===== src/rtl/uart_pkg.sv =====
// Shared types and constants for the UART transmit path.
// Optional feature macro: UART_PARITY_EN (adds a parity bit after the data bits).
package uart_pkg;

    typedef enum logic [2:0] {
        IDLE   = 3'd0,
        START  = 3'd1,
        DATA   = 3'd2,
        PARITY = 3'd3,
        STOP   = 3'd4
    } tx_state_t;

    localparam int   UART_DATA_BITS  = 8;
    localparam logic UART_IDLE_LEVEL = 1'b1;

    // Parity over one data byte: even = XOR of the bits, odd = its complement.
    function automatic logic parity_bit(input logic [UART_DATA_BITS-1:0] data,
                                        input logic even);
        return even ? (^data) : (~^data);
    endfunction

endpackage


===== src/rtl/uart_tx_serializer_if.sv =====
// Byte/strobe input, frame configuration and status bundle of the UART transmitter.
// The transmitter takes the slave modport; the register block (or bench) takes master.
interface uart_tx_serializer_if #(
    parameter int DIV_W = 16
);
    logic [7:0]       CHAR_IN;
    logic             CHAR_STROBE;
    logic             TX_ENABLE;
    logic [DIV_W-1:0] BAUD_DIV;
    logic             STOP2;
    logic             PEN;
    logic             EPS;
    logic             TXD;
    logic             BUSY;
    logic             FIFO_FULL;
    logic             FIFO_EMPTY;
    logic             OVERFLOW;

    modport master (
        output CHAR_IN, CHAR_STROBE, TX_ENABLE, BAUD_DIV, STOP2, PEN, EPS,
        input  TXD, BUSY, FIFO_FULL, FIFO_EMPTY, OVERFLOW
    );

    modport slave (
        input  CHAR_IN, CHAR_STROBE, TX_ENABLE, BAUD_DIV, STOP2, PEN, EPS,
        output TXD, BUSY, FIFO_FULL, FIFO_EMPTY, OVERFLOW
    );
endinterface


===== src/rtl/uart_tx_fifo.sv =====
// Byte FIFO in front of the serializer: RAM-style storage with a registered read port,
// registered full/empty flags and a one-cycle overflow pulse for dropped writes.
module uart_tx_fifo #(
    parameter int DEPTH = 16,
    parameter int WIDTH = 8
) (
    input  logic             clk,
    input  logic             rst_n,
    input  logic [WIDTH-1:0] wr_data,
    input  logic             wr_req,
    input  logic             rd_en,
    output logic [WIDTH-1:0] rd_data,
    output logic             full,
    output logic             empty,
    output logic             overflow
);
    localparam int AW = $clog2(DEPTH);

    logic [WIDTH-1:0] mem [DEPTH];
    logic [WIDTH-1:0] rd_data_reg;
    logic [AW-1:0]    wr_ptr_reg;
    logic [AW-1:0]    rd_ptr_reg;
    logic [AW:0]      count_reg;
    logic [AW:0]      count_next;
    logic             full_reg;
    logic             empty_reg;
    logic             overflow_reg;
    logic             push;
    logic             pop;

    // Full is judged on the registered flag, so a write into a full FIFO is dropped
    // even when a read frees a slot in the same cycle.
    assign push = wr_req & ~full_reg;
    assign pop  = rd_en & ~empty_reg;

    // Occupancy after this cycle's push/pop; simultaneous push and pop cancel out.
    always_comb begin
        count_next = count_reg;
        case ({push, pop})
            2'b10:   count_next = count_reg + (AW+1)'(1);
            2'b01:   count_next = count_reg - (AW+1)'(1);
            default: count_next = count_reg;
        endcase
    end

    // Pointers, occupancy and status flags; pointers wrap naturally at DEPTH.
    always_ff @(posedge clk or negedge rst_n) begin
        if (!rst_n) begin
            wr_ptr_reg   <= '0;
            rd_ptr_reg   <= '0;
            count_reg    <= '0;
            full_reg     <= 1'b0;
            empty_reg    <= 1'b1;
            overflow_reg <= 1'b0;
        end else begin
            if (push) wr_ptr_reg <= wr_ptr_reg + AW'(1);
            if (pop)  rd_ptr_reg <= rd_ptr_reg + AW'(1);
            count_reg    <= count_next;
            full_reg     <= (count_next == (AW+1)'(DEPTH));
            empty_reg    <= (count_next == '0);
            overflow_reg <= wr_req & full_reg;
        end
    end

    // Storage array with a registered read port; contents need no reset.
    always_ff @(posedge clk) begin
        if (push) mem[wr_ptr_reg] <= wr_data;
        if (pop)  rd_data_reg     <= mem[rd_ptr_reg];
    end

    assign rd_data  = rd_data_reg;
    assign full     = full_reg;
    assign empty    = empty_reg;
    assign overflow = overflow_reg;

endmodule


===== src/rtl/uart_tx_serializer.sv =====
// UART transmitter: buffers strobed bytes and sends each as start, 8 data bits (LSB
// first), optional parity, and 1 or 2 stop bits, each bit lasting BAUD_DIV+1 clocks.
// Optional feature macro: UART_PARITY_EN (enables the PARITY state and PEN/EPS inputs).
module uart_tx_serializer
    import uart_pkg::*;
#(
    parameter int FIFO_DEPTH = 16,
    parameter int DATA_BITS  = 8,
    parameter int DIV_W      = 16
) (
    input logic               CLOCK,
    input logic               RESETn,
    uart_tx_serializer_if.slave bus
);
    localparam int             IDX_W    = $clog2(UART_DATA_BITS);
    localparam logic [IDX_W-1:0] LAST_BIT = IDX_W'(DATA_BITS - 1);

    tx_state_t                 state_reg;
    tx_state_t                 state_next;
    logic [DIV_W-1:0]          baud_cnt_reg;
    logic [DIV_W-1:0]          div_reg;
    logic                      stop2_reg;
    logic                      stop_idx_reg;
    logic [IDX_W-1:0]          bit_idx_reg;
    logic [UART_DATA_BITS-1:0] shift_reg;
    logic [UART_DATA_BITS-1:0] fifo_rd_data;
    logic                      fifo_full;
    logic                      fifo_empty;
    logic                      fifo_overflow;
    logic                      bit_end;
    logic                      start_ok;
    logic                      pop;
    logic                      load_shift;
    logic                      data_step;
    logic                      txd;

`ifdef UART_PARITY_EN
    logic                      par_en_reg;
    logic                      eps_reg;
    logic                      par_bit_reg;
`else
    logic                      unused_parity_inputs;
    assign unused_parity_inputs = bus.PEN ^ bus.EPS;
`endif

    uart_tx_fifo #(
        .DEPTH (FIFO_DEPTH),
        .WIDTH (UART_DATA_BITS)
    ) u_fifo (
        .clk      (CLOCK),
        .rst_n    (RESETn),
        .wr_data  (bus.CHAR_IN),
        .wr_req   (bus.CHAR_STROBE),
        .rd_en    (pop),
        .rd_data  (fifo_rd_data),
        .full     (fifo_full),
        .empty    (fifo_empty),
        .overflow (fifo_overflow)
    );

    assign bit_end  = (baud_cnt_reg == '0);
    assign start_ok = bus.TX_ENABLE & ~fifo_empty;

    // Next-state and control strobes: pop on frame start, load/shift the data byte.
    always_comb begin
        state_next = state_reg;
        pop        = 1'b0;
        load_shift = 1'b0;
        data_step  = 1'b0;
        case (state_reg)
            IDLE: begin
                if (start_ok) begin
                    pop        = 1'b1;
                    state_next = START;
                end
            end
            START: begin
                if (bit_end) begin
                    load_shift = 1'b1;
                    state_next = DATA;
                end
            end
            DATA: begin
                if (bit_end) begin
                    data_step = 1'b1;
                    if (bit_idx_reg == LAST_BIT) begin
`ifdef UART_PARITY_EN
                        state_next = par_en_reg ? PARITY : STOP;
`else
                        state_next = STOP;
`endif
                    end
                end
            end
            PARITY: begin
                if (bit_end) state_next = STOP;
            end
            STOP: begin
                if (bit_end) begin
                    if (stop2_reg && !stop_idx_reg) begin
                        state_next = STOP;
                    end else if (start_ok) begin
                        // Back-to-back frame: no idle bit between stop and start.
                        pop        = 1'b1;
                        state_next = START;
                    end else begin
                        state_next = IDLE;
                    end
                end
            end
            default: state_next = IDLE;
        endcase
    end

    // FSM state register.
    always_ff @(posedge CLOCK or negedge RESETn) begin
        if (!RESETn) state_reg <= IDLE;
        else         state_reg <= state_next;
    end

    // Frame datapath: per-frame configuration latch, bit-time counter, shift register.
    // The FIFO read data arrives one clock after the pop, so the byte is moved into the
    // shift register at the end of the start bit (always at least one clock later).
    always_ff @(posedge CLOCK or negedge RESETn) begin
        if (!RESETn) begin
            baud_cnt_reg <= '0;
            div_reg      <= '0;
            stop2_reg    <= 1'b0;
            stop_idx_reg <= 1'b0;
            bit_idx_reg  <= '0;
            shift_reg    <= '0;
`ifdef UART_PARITY_EN
            par_en_reg   <= 1'b0;
            eps_reg      <= 1'b0;
            par_bit_reg  <= 1'b0;
`endif
        end else begin
            if (pop) begin
                div_reg      <= bus.BAUD_DIV;
                baud_cnt_reg <= bus.BAUD_DIV;
                stop2_reg    <= bus.STOP2;
`ifdef UART_PARITY_EN
                par_en_reg   <= bus.PEN;
                eps_reg      <= bus.EPS;
`endif
            end else if (state_reg != IDLE) begin
                baud_cnt_reg <= bit_end ? div_reg : (baud_cnt_reg - DIV_W'(1));
            end

            if (load_shift) begin
                shift_reg   <= fifo_rd_data;
                bit_idx_reg <= '0;
`ifdef UART_PARITY_EN
                par_bit_reg <= parity_bit(fifo_rd_data, eps_reg);
`endif
            end else if (data_step) begin
                shift_reg   <= shift_reg >> 1;
                bit_idx_reg <= bit_idx_reg + IDX_W'(1);
            end

            if (state_reg == STOP && bit_end) begin
                stop_idx_reg <= stop2_reg & ~stop_idx_reg;
            end
        end
    end

    // Line level decoded from the current state; idle/stop levels are high.
    always_comb begin
        txd = UART_IDLE_LEVEL;
        case (state_reg)
            START:   txd = 1'b0;
            DATA:    txd = shift_reg[0];
`ifdef UART_PARITY_EN
            PARITY:  txd = par_bit_reg;
`endif
            default: txd = UART_IDLE_LEVEL;
        endcase
    end

    assign bus.TXD        = txd;
    assign bus.BUSY       = (state_reg != IDLE) | ~fifo_empty;
    assign bus.FIFO_FULL  = fifo_full;
    assign bus.FIFO_EMPTY = fifo_empty;
    assign bus.OVERFLOW   = fifo_overflow;

endmodule


===== src/flat_wrapper.sv =====
// flat-port wrapper written by rule: the top's interface ports become plain ports
module uart_tx_serializer_flat import uart_pkg::*;
#(
    parameter int FIFO_DEPTH = 16,
    parameter int DATA_BITS  = 8,
    parameter int DIV_W      = 16
)
  (CLOCK, RESETn, bus_CHAR_IN, bus_CHAR_STROBE, bus_TX_ENABLE, bus_BAUD_DIV, bus_STOP2, bus_PEN, bus_EPS, bus_TXD, bus_BUSY, bus_FIFO_FULL, bus_FIFO_EMPTY, bus_OVERFLOW);
  uart_tx_serializer_if #(.DIV_W(DIV_W)) bus_i ();
  input logic CLOCK;
  input logic RESETn;
  input wire logic [$bits(bus_i.CHAR_IN)-1:0] bus_CHAR_IN;
  input wire logic [$bits(bus_i.CHAR_STROBE)-1:0] bus_CHAR_STROBE;
  input wire logic [$bits(bus_i.TX_ENABLE)-1:0] bus_TX_ENABLE;
  input wire logic [$bits(bus_i.BAUD_DIV)-1:0] bus_BAUD_DIV;
  input wire logic [$bits(bus_i.STOP2)-1:0] bus_STOP2;
  input wire logic [$bits(bus_i.PEN)-1:0] bus_PEN;
  input wire logic [$bits(bus_i.EPS)-1:0] bus_EPS;
  output wire logic [$bits(bus_i.TXD)-1:0] bus_TXD;
  output wire logic [$bits(bus_i.BUSY)-1:0] bus_BUSY;
  output wire logic [$bits(bus_i.FIFO_FULL)-1:0] bus_FIFO_FULL;
  output wire logic [$bits(bus_i.FIFO_EMPTY)-1:0] bus_FIFO_EMPTY;
  output wire logic [$bits(bus_i.OVERFLOW)-1:0] bus_OVERFLOW;
  assign bus_i.CHAR_IN = bus_CHAR_IN;
  assign bus_i.CHAR_STROBE = bus_CHAR_STROBE;
  assign bus_i.TX_ENABLE = bus_TX_ENABLE;
  assign bus_i.BAUD_DIV = bus_BAUD_DIV;
  assign bus_i.STOP2 = bus_STOP2;
  assign bus_i.PEN = bus_PEN;
  assign bus_i.EPS = bus_EPS;
  assign bus_TXD = bus_i.TXD;
  assign bus_BUSY = bus_i.BUSY;
  assign bus_FIFO_FULL = bus_i.FIFO_FULL;
  assign bus_FIFO_EMPTY = bus_i.FIFO_EMPTY;
  assign bus_OVERFLOW = bus_i.OVERFLOW;
  uart_tx_serializer #(.FIFO_DEPTH(FIFO_DEPTH), .DATA_BITS(DATA_BITS), .DIV_W(DIV_W)) u_core (.CLOCK(CLOCK), .RESETn(RESETn), .bus(bus_i));
endmodule

===== config.mk =====
export PLATFORM = sky130hd
export DESIGN_NAME = uart_tx_serializer_flat
export DESIGN_NICKNAME = d
export VERILOG_FILES = /design/src/rtl/uart_pkg.sv /design/src/rtl/uart_tx_serializer_if.sv /design/src/rtl/uart_tx_fifo.sv /design/src/rtl/uart_tx_serializer.sv /design/src/flat_wrapper.sv
export SDC_FILE = /design/constraint.sdc
export NUM_CORES = 1
export LEC_CHECK = 0
export ABC_AREA = 1
export CAP_MARGIN = 15
export CORE_UTILIZATION = 50
export DETAILED_ROUTE_END_ITERATION = 12
export PLACE_DENSITY_LB_ADDON = 0.1
export SYNTH_ARGS = -nofsm -noshare
export SYNTH_HDL_FRONTEND = slang
export SYNTH_HIERARCHICAL = 1
export SYNTH_SLANG_ARGS = --single-unit
export TNS_END_PERCENT = 100

===== constraint.sdc =====
create_clock -name CLOCK -period 3.9 [get_ports CLOCK]
set_clock_uncertainty 0.05 [all_clocks]
set_input_delay 1.17 -clock CLOCK [delete_from_list [all_inputs] [get_ports CLOCK]]
set_output_delay 1.17 -clock CLOCK [all_outputs]
set_load 0.02 [all_outputs]

==> key figures, run 1 <==
Detailed routing
  – Vias: 6303
  – Vias/cell: 5.36
  – Final wirelength: 19700 µm
  – Pre-antenna DRT Iters: 5
  – DRC errors left: 0
  – Drt wl/cell: 16.7 µm
  – DRT antenna net count: 0
  – First DRT Iteration DRCs: 453

Setup path
  – Largest stage delay on the critical path: 480 ps
  – Crit path arrival time: 3680 ps
  – CP startpoint kind: input pin
  – WS Path Type: input pin to register
  – Worst Path Max Fanout: 6
  – CP max stage cell: clkdlybuf4s50_1
  – Worst Path Required: 4220 ps
  – CP Capture Type: register
  – Critical-path cell list: clkdlybuf4s50_1 -> nand2_1 -> nor2_1 -> nand4_1 -> nand2_2 -> inv_1 -> nor2_1 -> ha_1 -> nor2_1 -> nor2_1 -> ha_1 -> clkinv_1 -> nand2_1 -> nand3_1 -> nand3_1 -> nand2_1 -> nand2_1 -> nand2_1 -> nor2_1

STA
  – Worst Hold Slack: 430 ps
  – Max Freq: 0.297 GHz
  – Final Max Slew Viols: 0
  – Total negative slack: 0 ps
  – Slew @ Worst Pin: 988 ps
  – Slew HR: 0.341
  – Final setup fails: 0
  – Fin. Hold Viols: 0
  – Final period utilization: 0.864
  – Fin crit period: 3370 ps
  – Post-route setup slack: 532 ps
  – RSZ-0062 raised after global routing: false

Placed design
  – Hpwl dp: 12400 µm
  – Routability cong.: 0.887
  – Setup WS pre-CTS: 145 ps
  – Port buffer count: 33
  – Post-placement cell area: 9580 µm²

Floorplan
  – I/O pin total: 36
  – Die Ht: 136 µm
  – Core area: 17500 µm²
  – Initial Util: 0.517
  – Row Count: 48
  – Die area: 18600 µm²
  – Die X-Extent: 136 µm

Synth
  – Post-synth top cells: nand2_1 (191), nor2_1 (154), edfxtp_1 (136)
  – Number of synthesized flops with an enable pin: 136
  – Synth async-reset ratio: 0.320
  – Yosys reg bits: 200
  – Syn_area_per_cell: 10.0 µm²
  – Cell Area, Synth: 9030 µm²
  – Seq/Total Area, Yosys: 0.630
  – Cell accounting for the most synthesized area: edfxtp_1
  – Area share of the largest cell type after synthesis: 0.452
  – Synth Instances: 901
  – Syn. warnings: 6
  – Syn nets: 945
  – Dominant cells by area after synthesis: edfxtp_1 (45%), dfrtp_1 (17%), nand2_1 (7.9%)
  – Top-count cell post-synth: nand2_1
  – Post-synthesis cell type count: 34
  – Top FF cell, synth: edfxtp_1

GRT
  – Initial antenna violation count: 0
  – First-pass GRT wire length: 31800 µm
  – Global route overflow: 0
  – Vias in the first global route: 6161
  – Largest net degree at the start of global routing: 68
  – Gr usage total: 0.228

Clocking
  – CTS H-Tree Depth: 4
  – Post-CTS setup buffers: 0
  – CTS resizes: 0
  – CTS tree: built
  – Cts hold-fix bufs: 0
  – Worst-path clk slew: 70 ps
  – CTS Buf Count: 17
  – Clk_lat worst skew: 430 ps
  – Clk buf depth: 2
  – Root buf cell: clkbuf_16
  – CTS sink cnt: 200

Power
  – Lkg Pwr: 0.00415 µW
  – Pwr Density: 471 nW/µm²
  – Peak supply drop: 0.000334 V

Final layout
  – Largest register FFs: 128
  – Finished Cell Area: 10200 µm²
  – Layout cells sized above 1: 0.0925
  – Synthesis-to-finish area growth: 13.0%
  – # diodes: 0
  – Final nets: 982

Job
  – MaxCap Viol Count: 0

Outcome
  – Outcome: finished, final reports clean

Worst hold path
  – Min-Delay Path Class: register to register
==> placed cells by master, fill, tap and decap left out, types with 9 or more instances in the layout <==
master and n:
a21oi_1 17, inv_1 56, nor2_1 154, nor2_2 10, edfxtp_1 136, o211ai_1 32
dfrtp_1 61, xor2_1 12, o21ai_0 78, ha_1 13, inv_2 9, buf_4 20
nand3_1 31, clkdlybuf4s50_1 32, o21ai_1 31, clkbuf_16 18, nand2_1 191
==> cell families after synthesis <==
family                   after synthesis  synth area share
AND/OR/NAND/NOR                      401             0.179
flip-flops                           200             0.630
AO/OA/AOI/OAI                        169             0.107
buffers and inverters                104            0.0518
adder cells (fa/ha/maj)               13            0.0180
XOR/XNOR                              12            0.0116
multiplexers                           2           0.00249
==> worst max-delay path, delay by kind of cell <==
family	cells	cell delay, ps
and+or+nand+nor	14	1440
buffers and inverters	3	590
adders and majority gates	2	480
==> stage by stage <==
step	std cells	utilization	power [µW]
floorplan	901	-	2850
global placement	1143	0.548	3040
detailed placement	1143	0.548	3080
CTS	1175	0.583	4850
global route	1176	0.584	5010
finish	1176	0.584	4810
==> cell type report <==
class | count | area (µm²)
clock inverters | 12 | 149
fillers | 1461 | 7270
repair buffers | 54 | 495
multi-input cells | 597 | 2880
well taps | 225 | 282
clock buffers | 20 | 458
flip-flops and latches | 200 | 5690
inverters | 68 | 258
==> worst paths after layout <==
check	end	from	depth (start not counted)	slack, ps
worst max-delay path	u_core/u_fifo/empty$_DFF_PN1_	bus_TX_ENABLE	19	530
worst min-delay path	u_core/div_reg[15]$_DFFE_PN0P_	u_core/div_reg[15]$_DFFE_PN0P_	2	430
worst max register to register	u_core/u_fifo/empty$_DFF_PN1_	u_core/baud_cnt_reg[0]$_DFFE_PN0P_	20	990
worst min register to register	u_core/div_reg[15]$_DFFE_PN0P_	u_core/div_reg[15]$_DFFE_PN0P_	2	430
max in group asynchronous	u_core/u_fifo/rd_ptr_reg[1]$_DFFE_PN0N_	RESETn	2	2310
min in group asynchronous	u_core/div_reg[9]$_DFFE_PN0P_	RESETn	2	880
==> per-layer routing <==
layer,track usage,vias up,share of wire
li1,-,3100,-
met1,0.312,3038,0.46
met2,0.372,143,0.48
met3,0.0429,22,0.038
met4,0.0636,0,0.015
met5,0,-,0
==> where the power goes <==
group	switching, µW	internal [µW]	total (µW)
Clock	819	956	1780
Combinational	330	164	494
Sequential	82.2	2460	2540
Total	1230	3580	4810
(Power assumes the default switching activity.)
==> inputs of run 2 (changes only) <==
- MAX_ROUTING_LAYER: default -> met4
==> key figures, run 2 (synthesis results as in run 1) <==
Outcome
  – Outcome: finished, final reports clean (unchanged)

Setup path
  – Critical path origin: bus_TX_ENABLE (unchanged)
  – Slack of the worst reg-to-reg path: 1000 ps (was 990 ps)
  – CP max stage cell: clkdlybuf4s50_1 (unchanged)
  – CP Capture Type: register (unchanged)
  – Crit-path leading delay family: simple AND/OR/NAND/NOR gates (unchanged)
  – R2r worst-path depth: 21 (was 20)
  – Reg2reg end: u_core/u_fifo/empty$_DFF_PN1_ (unchanged)
  – CP startpoint kind: input pin (unchanged)
  – Critical Path Sink: u_core/u_fifo/empty$_DFF_PN1_ (unchanged)
  – Worst Path Required: 4220 ps (about the same)
  – Crit path arrival time: 3670 ps (was 3680 ps)
  – WS Path Type: input pin to register (unchanged)
  – Critical-path cell list: clkdlybuf4s50_1 -> nand2_1 -> nor2_1 -> nand4_1 -> nand2_2 -> inv_1 -> nor2_1 -> ha_1 -> nor2_1 -> nor2_1 -> ha_1 -> clkinv_1 -> nand2_1 -> nand3_1 -> nand2_1 -> nand2_1 -> nand2_1 -> nand2_1 -> nand2_1 -> nor2_1 (was clkdlybuf4s50_1 -> nand2_1 -> nor2_1 -> nand4_1 -> nand2_2 -> inv_1 -> nor2_1 -> ha_1 -> nor2_1 -> nor2_1 -> ha_1 -> clkinv_1 -> nand2_1 -> nand3_1 -> nand3_1 -> nand2_1 -> nand2_1 -> nand2_1 -> nor2_1)
  – CP bufs+invs: 3 (unchanged)
  – Worst Path Max Fanout: 6 (unchanged)
  – WP depth: 20 (was 19)
  – RR Startpoint: u_core/baud_cnt_reg[0]$_DFFE_PN0P_ (unchanged)
  – Largest stage delay on the critical path: 480 ps (about the same)
  – Most frequent CP cell: nand2_1

Clocking
  – Worst-path clk slew: 70 ps (about the same)
  – CTS H-Tree Depth: 4 (unchanged)
  – CTS tree: built (unchanged)
  – Cts hold-fix bufs: 0 (unchanged)
  – Clk_lat worst skew: 430 ps (about the same)
  – CTS Buf Count: 17 (unchanged)
  – Post-CTS setup buffers: 0 (unchanged)
  – Clk buf depth: 2 (unchanged)
  – Root buf cell: clkbuf_16 (unchanged)
  – CTS resizes: 0 (unchanged)
  – CTS sink cnt: 200 (unchanged)

GRT
  – First-pass GRT wire length: 31800 µm (about the same)
  – Vias in the first global route: 6146 (was 6161)
  – Initial antenna violation count: 0 (unchanged)
  – Global route overflow: 0 (unchanged)
  – Gr usage total: 0.236 (was 0.228)
  – Largest net degree at the start of global routing: 68 (unchanged)

Detailed routing
  – WL met2: 9450 µm (was 9460 µm)
  – Vias: 6336 (was 6303)
  – Final wirelength: 19600 µm (was 19700 µm)
  – DRT antenna net count: 0 (unchanged)
  – DRC errors left: 0 (unchanged)
  – Met1 wire length: 9060 µm (was 9130 µm)
  – DR WL met3: 813 µm (was 756 µm)
  – First DRT Iteration DRCs: 483 (was 453)
  – Vias/cell: 5.39 (was 5.36)
  – Max Used Layer: met4 (unchanged)
  – Drt wl/cell: 16.7 µm (about the same)
  – Pre-antenna DRT Iters: 6 (was 5)

Job
  – MaxCap Viol Count: 0 (unchanged)

Power
  – Internal power: 3580 µW (about the same)
  – Pwr Density: 472 nW/µm² (was 471 nW/µm²)
  – Clk pwr share: 0.370 (was 0.369)
  – Power Total: 4820 µW (was 4810 µW)
  – Sw Pwr: 1240 µW (was 1230 µW)
  – Comb power frac: 0.102 (was 0.103)
  – Sw frac: 0.257 (was 0.256)
  – Peak supply drop: 0.000336 V (was 0.000334 V)
  – Reg power frac: 0.528 (about the same)
  – Lkg Pwr: 0.00415 µW (unchanged)

STA
  – Final period utilization: 0.859 (was 0.864)
  – Max Freq: 0.298 GHz (was 0.297 GHz)
  – Total negative slack: 0 ps (unchanged)
  – Slew @ Worst Pin: 983 ps (was 988 ps)
  – Slew HR: 0.345 (was 0.341)
  – Fin. Hold Viols: 0 (unchanged)
  – Fin crit period: 3350 ps (was 3370 ps)
  – Final setup fails: 0 (unchanged)
  – RSZ-0062 raised after global routing: false (unchanged)
  – Final Max Slew Viols: 0 (unchanged)

Worst hold path
  – Worst hold path cell count: 2 (unchanged)
  – Min-Delay Path Class: register to register (unchanged)
  – Hold wc startpoint: u_core/div_reg[15]$_DFFE_PN0P_ (unchanged)

Placed design
  – Port buffer count: 33 (unchanged)
  – Inst Count DP: 1143 (unchanged)
  – Hpwl dp: 12400 µm (unchanged)
  – Routability cong.: 0.902 (was 0.887)

Final layout
  – Area occupied by multi-input gates: 2880 µm² (unchanged)
  – # diodes: 0 (unchanged)
  – FF/Latch Area: 5690 µm² (unchanged)
  – Most common cell after layout, fill and taps aside: nand2_1 (unchanged)
  – Fill cells: 1461 (unchanged)
  – Largest register FFs: 128 (unchanged)
  – Synthesis-to-finish area growth: 13.0% (unchanged)
  – Layout cells sized above 1: 0.0925 (unchanged)
  – Final nets: 982 (unchanged)
  – Commonest cells after routing, fill and taps aside: nand2_1 (191), nor2_1 (154), edfxtp_1 (136) (unchanged)
  – Final std cells w/o fill: 1176 (unchanged)

Floorplan
  – Die Ht: 136 µm (unchanged)
  – Core area: 17500 µm² (unchanged)
  – Die area: 18600 µm² (unchanged)
  – Row Count: 48 (unchanged)
  – Die X-Extent: 136 µm (unchanged)
  – Initial Util: 0.517 (unchanged)
  – I/O pin total: 36 (unchanged)
[run 2: cell counts in the layout (fill, tap and decap cells not counted)]
Identical to the previous run, type by type.
[run 2: tightest hold or removal path: stages, from the launching register on]
cell	delay, ps
dfrtp_1	350
nand2_1	50
nand2_1	50
[run 2: power by group through the flow]
| stage | Sequential [µW] | Combinational (µW) | Clock, µW |
|---|---|---|---|
| final | 2540 | 493 | 1780 |
| after global routing | 2560 | 553 | 1900 |
| after CTS | 2540 | 496 | 1810 |
| after detailed placement | 2590 | 494 | 0 |
| after global placement | 2580 | 463 | 0 |
| after floorplan | 2570 | 282 | 0 |
[run 2: final cells by class]
cell class / count / area share
Clock buffer: 20 / 0.0449
Clock inverter: 12 / 0.0146
Inverter: 68 / 0.0253
Multi-Input combinational cell: 597 / 0.282
Sequential cell: 200 / 0.557
Tap cell: 225 / 0.0276
Timing Repair Buffer: 54 / 0.0485
[run 2: how the worst min path moves through the flow]
| stage | slack, ps | to |
|---|---|---|
| after floorplan | 390 | u_core/shift_reg[1]$_DFFE_PN0P_ |
| after global placement | 410 | u_core/div_reg[8]$_DFFE_PN0P_ |
| after detailed placement | 410 | u_core/shift_reg[7]$_DFFE_PN0P_ |
| after CTS | 430 | u_core/div_reg[15]$_DFFE_PN0P_ |
| after global routing | 450 | u_core/shift_reg[7]$_DFFE_PN0P_ |
| final | 430 | u_core/div_reg[15]$_DFFE_PN0P_ |
[run 2: layer usage]
metal  up-vias  GRT usage
li1       3103          -
met1      3064      0.314
met2       141      0.372
met3        28     0.0429
met4         0     0.0636
met5         -          -
[run 2: through the flow]
step,worst slack [ps],hold WS [ps],cell area (µm²),utilization
5_1_grt,276,454,10200,0.584
2_1_floorplan,98.4,387,9030,-
6_report,549,429,10200,0.584
3_3_place_gp,229,410,9580,0.548
4_1_cts,586,430,10200,0.583
3_5_place_dp,145,412,9580,0.548
==> inputs of run 3 (changes only) <==
- HOLD_SLACK_MARGIN: default -> 0.05
==> results of run 3 <==
Final layout, timing and power as in run 2 (identical DEF).
